<file path="config.mk">
export PLATFORM = sky130hd
export DESIGN_NAME = gaussian_conv_accel
export DESIGN_NICKNAME = d
export VERILOG_FILES = /design/src/rtl/gaussian_accel_pkg.sv /design/src/rtl/gaussian_mac.sv /design/src/rtl/gaussian_conv_accel.sv
export SDC_FILE = /design/constraint.sdc
export NUM_CORES = 1
export LEC_CHECK = 0
export BUFFER_PORTS_ARGS = -buffer_cell sky130_fd_sc_hd__buf_2
export CORE_MARGIN = 1.5
export CORE_UTILIZATION = 36
export CTS_BUF_LIST = sky130_fd_sc_hd__clkbuf_4 sky130_fd_sc_hd__clkbuf_8
export DETAILED_ROUTE_END_ITERATION = 8
export GPL_TIMING_DRIVEN = 0
export HOLD_SLACK_MARGIN = 0.15
export SLEW_MARGIN = 20
export SYNTH_ARGS = -nofsm -noshare
export SYNTH_HDL_FRONTEND = slang
export SYNTH_SLANG_ARGS = --single-unit
</file>
<file path="constraint.sdc">
create_clock -name clk -period 6.74 [get_ports clk]
set_input_delay 1.348 -clock clk [delete_from_list [all_inputs] [get_ports clk]]
set_output_delay 1.348 -clock clk [all_outputs]
set_load 0.05 [all_outputs]
</file>
<file path="src/rtl/gaussian_accel_pkg.sv">
// Shared constants for the 3x3 Gaussian convolution accelerator: register map,
// FSM state encoding and the power-on kernel (1-2-1 binomial, sums to 16).
// Pure declarations, no logic.
package gaussian_accel_pkg;

    localparam int unsigned NUM_TAPS    = 9;

    // Word addresses on the lightweight bus
    localparam int unsigned ADDR_RESULT = 0;
    localparam int unsigned ADDR_PIX0   = 1;
    localparam int unsigned ADDR_CTRL   = 10;
    localparam int unsigned ADDR_STATUS = 11;
    localparam int unsigned ADDR_COEF0  = 16;

    typedef enum logic [1:0] {
        IDLE = 2'd0,
        MAC  = 2'd1,
        NORM = 2'd2
    } state_t;

    // Row-major default kernel loaded at reset
    localparam int unsigned DEFAULT_COEF [0:NUM_TAPS-1] = '{1, 2, 1, 2, 4, 2, 1, 2, 1};

endpackage

</file>
<file path="src/rtl/gaussian_mac.sv">
// Multiply-accumulate datapath: combinational pixel*coef product, registered accumulator,
// combinational round / right-shift / saturate of the accumulator onto result_o.
// Latency: one cycle per tap into the accumulator; no backpressure (driven by the owning FSM).
module gaussian_mac #(
    parameter int PIX_W  = 8,
    parameter int COEF_W = 8,
    parameter int SHIFT  = 4,
    parameter int ACC_W  = PIX_W + COEF_W + 4
) (
    input  logic              clk,
    input  logic              reset,
    input  logic              clr_i,
    input  logic              en_i,
    input  logic [PIX_W-1:0]  pix_i,
    input  logic [COEF_W-1:0] coef_i,
    output logic [PIX_W-1:0]  result_o
);

    localparam logic [ACC_W:0]   HALF    = (ACC_W+1)'(1) << (SHIFT - 1);
    localparam logic [PIX_W-1:0] PIX_MAX = '1;

    logic [PIX_W+COEF_W-1:0] prod;
    logic [ACC_W-1:0]        acc_q, acc_d;
    logic [ACC_W:0]          rounded;
    logic [ACC_W:0]          shifted;

    // Product of the current tap and the accumulator's next value
    always_comb begin
        prod  = (PIX_W+COEF_W)'(pix_i) * (PIX_W+COEF_W)'(coef_i);
        acc_d = acc_q;
        if (clr_i) begin
            acc_d = '0;
        end else if (en_i) begin
            acc_d = acc_q + ACC_W'(prod);
        end
    end

    // Accumulator register
    always_ff @(posedge clk or posedge reset) begin
        if (reset) begin
            acc_q <= '0;
        end else begin
            acc_q <= acc_d;
        end
    end

    // Round half-up, normalise, clamp to the pixel range
    always_comb begin
        rounded  = {1'b0, acc_q} + HALF;
        shifted  = rounded >> SHIFT;
        result_o = (shifted > {{(ACC_W+1-PIX_W){1'b0}}, PIX_MAX}) ? PIX_MAX : shifted[PIX_W-1:0];
    end

endmodule

</file>
<file path="src/rtl/gaussian_conv_accel.sv">
// Memory-mapped 3x3 convolution slave: pixel/coefficient register file, bus decode, MAC sequencing FSM.
// Latency: RESULT/done 10 edges after start; reads return registered data one cycle after rd_en.
// No backpressure; writes to PIX/COEF/start while busy are dropped. Optional AUTO_START_EN: PIX[8] write starts a job.
module gaussian_conv_accel
    import gaussian_accel_pkg::*;
#(
    parameter int PIX_W  = 8,
    parameter int COEF_W = 8,
    parameter int SHIFT  = 4,
    parameter int DATA_W = 32,
    parameter int ADDR_W = 5
) (
    input  logic              clk,
    input  logic              reset,
    input  logic [ADDR_W-1:0] addr,
    input  logic              rd_en,
    input  logic              wr_en,
    input  logic [DATA_W-1:0] writedata,
    output logic [DATA_W-1:0] readdata,
    output logic              irq
);

    localparam logic [ADDR_W-1:0] A_RESULT = ADDR_W'(ADDR_RESULT);
    localparam logic [ADDR_W-1:0] A_PIX0   = ADDR_W'(ADDR_PIX0);
    localparam logic [ADDR_W-1:0] A_PIX8   = ADDR_W'(ADDR_PIX0 + NUM_TAPS - 1);
    localparam logic [ADDR_W-1:0] A_CTRL   = ADDR_W'(ADDR_CTRL);
    localparam logic [ADDR_W-1:0] A_STATUS = ADDR_W'(ADDR_STATUS);
    localparam logic [ADDR_W-1:0] A_COEF0  = ADDR_W'(ADDR_COEF0);
    localparam logic [ADDR_W-1:0] A_COEF8  = ADDR_W'(ADDR_COEF0 + NUM_TAPS - 1);
    localparam logic [3:0]        LAST_TAP = 4'(NUM_TAPS - 1);

    logic [PIX_W-1:0]  pix_q  [0:NUM_TAPS-1];
    logic [COEF_W-1:0] coef_q [0:NUM_TAPS-1];
    state_t            state_q, state_d;
    logic [3:0]        idx_q, idx_d;
    logic              busy_q, busy_d;
    logic              done_q, done_d;
    logic [PIX_W-1:0]  result_q, result_d;
    logic [DATA_W-1:0] readdata_q, rdata_d;
    logic [PIX_W-1:0]  mac_result;

    logic              is_pix, is_coef, is_idle;
    logic [3:0]        pix_sel, coef_sel;
    logic              start_req, clear_req;
    logic              unused_wdata;

    assign is_idle      = (state_q == IDLE);
    assign is_pix       = (addr >= A_PIX0) && (addr <= A_PIX8);
    assign is_coef      = (addr >= A_COEF0) && (addr <= A_COEF8);
    assign pix_sel      = 4'(addr - A_PIX0);
    assign coef_sel     = 4'(addr - A_COEF0);
    assign clear_req    = wr_en && (addr == A_CTRL) && writedata[1];
    assign unused_wdata = ^writedata;

`ifdef AUTO_START_EN
    // Legacy flow: loading the last pixel kicks the job off
    assign start_req = wr_en && (((addr == A_CTRL) && writedata[0]) || (addr == A_PIX8));
`else
    assign start_req = wr_en && (addr == A_CTRL) && writedata[0];
`endif

    gaussian_mac #(
        .PIX_W  (PIX_W),
        .COEF_W (COEF_W),
        .SHIFT  (SHIFT)
    ) u_mac (
        .clk      (clk),
        .reset    (reset),
        .clr_i    (is_idle && start_req),
        .en_i     (state_q == MAC),
        .pix_i    (pix_q[idx_q]),
        .coef_i   (coef_q[idx_q]),
        .result_o (mac_result)
    );

    // Pixel and coefficient register file; frozen while a job is running
    always_ff @(posedge clk or posedge reset) begin
        if (reset) begin
            for (int i = 0; i < NUM_TAPS; i++) begin
                pix_q[i]  <= '0;
                coef_q[i] <= COEF_W'(DEFAULT_COEF[i]);
            end
        end else if (wr_en && is_idle) begin
            if (is_pix)  pix_q[pix_sel]   <= writedata[PIX_W-1:0];
            if (is_coef) coef_q[coef_sel] <= writedata[COEF_W-1:0];
        end
    end

    // Job sequencing: IDLE -> MAC x9 -> NORM -> IDLE
    always_comb begin
        state_d  = state_q;
        idx_d    = idx_q;
        busy_d   = busy_q;
        done_d   = done_q;
        result_d = result_q;
        case (state_q)
            IDLE: begin
                if (start_req) begin
                    state_d = MAC;
                    idx_d   = '0;
                    busy_d  = 1'b1;
                    done_d  = 1'b0;
                end else if (clear_req) begin
                    done_d  = 1'b0;
                end
            end
            MAC: begin
                if (idx_q == LAST_TAP) begin
                    state_d = NORM;
                    idx_d   = '0;
                end else begin
                    idx_d   = idx_q + 4'd1;
                end
            end
            NORM: begin
                result_d = mac_result;
                done_d   = 1'b1;
                busy_d   = 1'b0;
                state_d  = IDLE;
            end
            default: state_d = IDLE;
        endcase
    end

    // FSM and result registers
    always_ff @(posedge clk or posedge reset) begin
        if (reset) begin
            state_q  <= IDLE;
            idx_q    <= '0;
            busy_q   <= 1'b0;
            done_q   <= 1'b0;
            result_q <= '0;
        end else begin
            state_q  <= state_d;
            idx_q    <= idx_d;
            busy_q   <= busy_d;
            done_q   <= done_d;
            result_q <= result_d;
        end
    end

    // Read decode from pre-edge register contents
    always_comb begin
        rdata_d = '0;
        if (addr == A_RESULT) begin
            rdata_d = DATA_W'(result_q);
        end else if (is_pix) begin
            rdata_d = DATA_W'(pix_q[pix_sel]);
        end else if (addr == A_STATUS) begin
            rdata_d = DATA_W'({done_q, busy_q});
        end else if (is_coef) begin
            rdata_d = DATA_W'(coef_q[coef_sel]);
        end
    end

    // Registered read port, holds when no read strobe
    always_ff @(posedge clk or posedge reset) begin
        if (reset) begin
            readdata_q <= '0;
        end else if (rd_en) begin
            readdata_q <= rdata_d;
        end
    end

    assign readdata = readdata_q;
    assign irq      = done_q;

endmodule

</file>
======== Word-level counts from Yosys, hierarchy flattened ========
Cells that the tools add are included.
word-level totals
  flip-flop bits (word level) ............. 212
  bits of input ports ..................... 41
  output and inout port bits .............. 33
  word-level logic and storage cells ...... 108
operators by class
  add/subtract/negate cells ............... 5
  $mul .................................... 1
  $lt $le $gt $ge ......................... 10
  eq/ne operators ......................... 8
  multiplexer cells ....................... 36
  bitwise gates (word level) .............. 3
  reductions and logical operators ........ 20
operators with widths
  cell                                                                                 number
  72-bit bitwise mux                                                                   2
  8-bit binary-select mux with 4-bit select                                            4
  8-bit 2-to-1 mux                                                                     15
  8-bit demux with 4-bit select                                                        2
  20-bit 2-to-1 mux                                                                    2
  20-bit by 4-bit adder with 21-bit output, second input constant                      1
  20-bit by 16-bit adder with 20-bit output                                            1
  5-bit greater-or-equal comparator, second input constant                             4
  17-bit by 8-bit > comparator with 1-bit output, second input constant                1
  8-bit by 8-bit multiplier with 16-bit output                                         1
  4-bit inverter with 5-bit output                                                     3
  2-bit AND reduction                                                                  6
  5-bit by 4-bit equality test with 1-bit output, second input constant                2
  5-bit by 1-bit less-than comparator with 1-bit output, second input constant         2
  1-bit logical AND                                                                    9
  4-bit 2-to-1 mux                                                                     2
  4-bit one-hot mux with 2 select lines                                                1
  4-bit by 1-bit subtractor with 4-bit output, second input constant                   2
  2-bit nonzero test                                                                   3
  5-bit by 1-bit greater-or-equal comparator with 1-bit output, second input constant  1
  5-bit by 4-bit less-or-equal comparator with 1-bit output, second input constant     1
  5-bit less-or-equal comparator, second input constant                                1
  5-bit zero test                                                                      1
  4-bit by 1-bit adder with 4-bit output, second input constant                        1
  11 further kinds                                                                     15

======== Longest topological paths before layout ========
  depth in word-level cells ............... 9
  mapped depth ............................ 23
  gate-level depth less buffers ........... 21

======== By module ========
Synthesis repeated with hierarchy kept, for this count alone.
unflattened totals
  cell total of the unflattened synthesis .. 1181
  area, all modules ....................... 13304.0 um^2
by module, submodules not included
  module               times used  cells each  area an instance (um^2)  seq. area each (um^2)
  gaussian_conv_accel  1           721         9429.0                   4215.3
  gaussian_mac         1           460         3875.0                   500.5

======== Worst setup path after synthesis ========
OpenSTA, ideal clock, no wires.
  path kind ............................... flip-flop to flip-flop
  start point ............................. register idx_q[0]
  end point ............................... register u_mac.acc_q[18]
  setup time .............................. 0.128 ns
  arrival ................................. 5.711 ns
  data required time ...................... 6.612 ns
  slack ................................... 0.901 ns
  stages on the path, launching flop included .. 22
  path buffers ............................ 3
  clock period less this slack ............ 5.839 ns
  cell sequence ........................... dfrtp_1 buf_2 buf_2 mux4_2 mux2i_1 nor2_1 a21oi_1 nor2_1 fa_1 fa_1 fa_1 inv_1 fa_1 inv_1 ha_1 clkbuf_1 nand3_1 o211ai_1 a221oi_1 a2111oi_0 nor2_1 mux2i_1
between the ends
  longest elaborated chain between the ends .. 8
  elaborated cells between the ends (all ways) .. 11
  those cells by class .................... add/sub: 1; mul: 1; mux: 8; bitwise: 1
ends and longest elaborated chain
  element                                                       line                                                  source
  start: declaration                                            gaussian_conv_accel.sv:35                             logic [3:0] idx_q, idx_d;
  start signal: assignment                                      gaussian_conv_accel.sv:135                            idx_q <= idx_d;
  4-bit inverter with 5-bit output (not written as such) *      gaussian_conv_accel.sv:71, gaussian_conv_accel.sv:72
  8-bit binary-select mux with 4-bit select (on tied branches)  gaussian_conv_accel.sv:71, gaussian_conv_accel.sv:72
  8-bit 2-to-1 mux (on tied branches) (2 in series)             gaussian_conv_accel.sv:71, gaussian_conv_accel.sv:72
  8-bit by 8-bit multiplier with 16-bit output *                gaussian_mac.sv:29                                    prod = (PIX_W+COEF_W)'(pix_i) * (PIX_W+COEF_W)'(coef_i);
  20-bit by 16-bit adder with 20-bit output *                   gaussian_mac.sv:34                                    acc_d = acc_q + ACC_W'(prod);
  20-bit 2-to-1 mux *                                           gaussian_mac.sv:33                                    end else if (en_i) begin
  20-bit 2-to-1 mux *                                           gaussian_mac.sv:31                                    if (clr_i) begin
  end signal: assignment                                        gaussian_mac.sv:41                                    acc_q <= '0;
  end signal: assignment                                        gaussian_mac.sv:43                                    acc_q <= acc_d;
  end: declaration                                              gaussian_mac.sv:23                                    logic [ACC_W-1:0] acc_q, acc_d;
Mark *: on every way between the ends. The rest lies on a longest branch, timed or not. The select of a mux whose other input is x is not followed.
A chain may end at the register's enable or synchronous reset.

======== Worst setup path in the final report ========
Ends and elaborated chain as after synthesis.

==> results_dict.tcl <==
set metrics [dict create \
    async_flop_share_pct 100 \
    firstDrtPassIters 5 \
    instances_no_fill 1685 \
    cts_root_buf "clkbuf_8" \
    powerDensity_nw_per_um2 384 \
    ys_warn_count 0 \
    ys.flop_type "dfrtp_1" \
    synth_top_family_by_area "multiplexers" \
    synth.avg_cell_area_sq_um 11.2 \
    dpl_cell_area_sq_um 13700 \
    synth-simple-area-share_pct 10.1 \
    reg2regPathDepth 21 \
    routabilityCongestion 0.900 \
    ir_drop_mv 0.205 \
    fin_skew_ps 19.2 \
    r2r-start "idx_q[0]$_DFFE_PP0P_" \
    post-route-drc-count 0 \
    synth_cell_types 68 \
    maxSlewHeadroom_pct 40.4 \
    crit_slowest_cell "fa_1" \
    critPathLaunchType "flip-flop" \
    cts_sinks 188 \
    cp_slowest_stage_delay_ps 550 \
    viasPerCell 5.27 \
    syn_area_sq_um 12900 \
    cp-startpoint "idx_q[0]$_DFFE_PP0P_" \
    rr_endpoint "u_mac.acc_q[18]$_DFFE_PP0P_" \
    slew_viol_final 0 \
    fin_hold_ws_ps 513 \
    cp.arrival_ps 6790 \
    fin_setup_tns_ps 0 \
    worst_hold_path_type "reg -> reg" \
    ant_nets 0 \
    grt.total_usage_pct 19.5 \
    die_w_um 192 \
    antenna_cells 0 \
    fin_util_pct 40.3 \
    swShare_pct 46.0 \
    postLayoutCellArea_sq_um 14300 \
    antenna_found_initial 0 \
    synth_seq_cells 188 \
    total_power_mw 5.48 \
    ios 74 \
    pwr-share-clk_pct 14.9 \
    nets 1351 \
    pwr-share-seq_pct 28.7 \
    ff2ff_setup_slack_ps 320 \
    period_minus_slack_ps 6420 \
    end_kind "flip-flop" \
    cap_viol_max_count 0 \
    required_ps 7110 \
    setup_violations 0 \
    mostFrequentLayoutCell "dfrtp_1" \
    wire_per_inst_um 20.2 \
    num_rows 69 \
    ctsHtreeMaxLevel 4 \
    place_ws_ps -418 \
    port_buffers 21 \
    combPwrFrac_pct 56.4 \
    wl_um 34000 \
    chipHeight_um 192 \
    grt_pass1_vias 9316 \
    drive_above_1_share_pct 28.3 \
    max_freq_mhz 156 \
    fin_crit_sh_pct 95.2 \
    cts_tree "yes" \
    net-switching-power_mw 2.52 \
    crit_end "u_mac.acc_q[18]$_DFFE_PP0P_" \
    path_cells "clkbuf_4, buf_6, mux4_2, mux2i_1, nor2_1, a21oi_4, nor2_1, fa_1, fa_1, fa_1, inv_1, fa_1, inv_1, ha_1, clkbuf_1, a21oi_1, o211ai_1, a221oi_2, a2111oi_1, nor2_1, mux2i_1" \
    synth_fa_ha_area_share_pct 12.5 \
    grt_start_max_net_pins 100 \
    hold_viol_final 0 \
    grt-ovfl-total 0 \
    nFillCells 3456 \
    internal_power_mw 2.96 \
    crit_path_frequent_cell "fa_1" \
    syn_to_final_growth_pct 10.9 \
    numCtsBuffers 17 \
    synth_mux_area_share_pct 25.9 \
    initialDrtViolationCount 583 \
    worstPathMaxFanout 10 \
    grt_pass1_wl_um 54000 \
    dp_cells 1651 \
    crit_type "reg -> reg" \
    worst_pin_slew_ps 888 \
    cts_hold_buf 0 \
    vias 8876 \
    cts.path.max_buffers 2 \
    syn_inst 1144 \
    start_util_pct 36.4 \
    final_cell_mix "179 x dfrtp_1, 143 x mux2_2, 113 x inv_1" \
    core_area_sq_um 35400 \
    ys_seq_area_share_pct 36.6 \
    status "complete, no violations" \
    synth_compound_area_share_pct 7.19 \
    p_leak_nw 6.51 \
    setup_slack_ps 324 \
    synth-xor-area-share_pct 1.16 \
    synth_edf_count 0 \
    worstSkewPairLatency_ps 500 \
    path_clk_slew_ps 110 \
    dieArea_sq_um 36900 \
    dp_hpwl_um 25200 \
]
## cell families after synthesis
kind of cell    after synthesis
buf+inv                     192
mux                         237
flops                       188
simple gates                265
fa+ha+maj                    99
xor+xnor                     17
compound gates              145
other cells                   1
## power groups by stage
stage	clock [mW]	combinational (mW)	sequential, mW
after detailed placement	0	3.01	1.58
after floorplan	0	2.30	1.54
after global placement	0	2.95	1.57
after CTS	0.837	3.06	1.57
after global routing	0.872	3.49	1.61
final	0.818	3.09	1.58
## critical path, delay by kind of cell (launching register included)
family	cells	cell delay [ps]
AOI/OAI and AO/OA	5	1250
and+or+nand+nor	3	360
DFF	1	370
adders and majority gates	5	2400
muxes	3	1000
buffers and inverters	5	890
## synthesized netlist by cell type, drive strengths merged, types with 23 or more instances
cell type / n / area [sq um]
dfrtp: 179 / 4480
mux2: 144 / 1620
inv: 114 / 428
nor2: 83 / 330
nand2: 73 / 274
mux4: 62 / 1400
fa: 50 / 1000
ha: 49 / 613
buf: 48 / 298
a21oi: 47 / 235
o21ai: 41 / 205
mux2i: 31 / 310
clkbuf: 30 / 113
nand3: 25 / 125
nand2b: 23 / 144
## layer usage
layer,vias up,GRT usage (%),part of all wire (%)
met5,-,0,0
met4,0,7.75,3.4
met3,56,3.14,4.3
met2,222,31.7,47
met1,4495,26.1,46
li1,4103,-,-
## state kept, by name, summed over array words and instances (netlist names)
register	cells
coef_q	72
pix_q	72
u_mac.acc_q	20
readdata	8
result_q	8
idx_q	4
state_q	2
busy_q	1
irq	1
## worst min path at each step
stage / endpoint / slack [ps] / start / depth (start not counted)
floorplan: busy_q$_DFFE_PP0P_ / 450 / busy_q$_DFFE_PP0P_ / 2
global placement: busy_q$_DFFE_PP0P_ / 480 / busy_q$_DFFE_PP0P_ / 2
global route: busy_q$_DFFE_PP0P_ / 540 / busy_q$_DFFE_PP0P_ / 2
finish: busy_q$_DFFE_PP0P_ / 510 / busy_q$_DFFE_PP0P_ / 2
CTS: busy_q$_DFFE_PP0P_ / 520 / busy_q$_DFFE_PP0P_ / 2
detailed placement: busy_q$_DFFE_PP0P_ / 480 / busy_q$_DFFE_PP0P_ / 2
## layout make-up
cell class                      instances  area (sq um)  share of cell area (%)
Multi-Input combinational cell        787          7520                    52.7
Clock buffer                           18           248                    1.74
Sequential cell                       188          4720                    33.0
Inverter                              114           435                    3.05
Clock inverter                         14           174                    1.22
Buffer                                 78           433                    3.03
Tap cell                              461           577                    4.04
Timing Repair Buffer                   25           175                    1.23
## repair_timing
item | in CTS | in global routing
endpoints found under the setup margin | 7 | 9
pin swaps | 0 | 1
gates resized for setup | 17 | 18
setup buffers | 0 | 2
No activity file was read; power rests on OpenSTA's default activity.
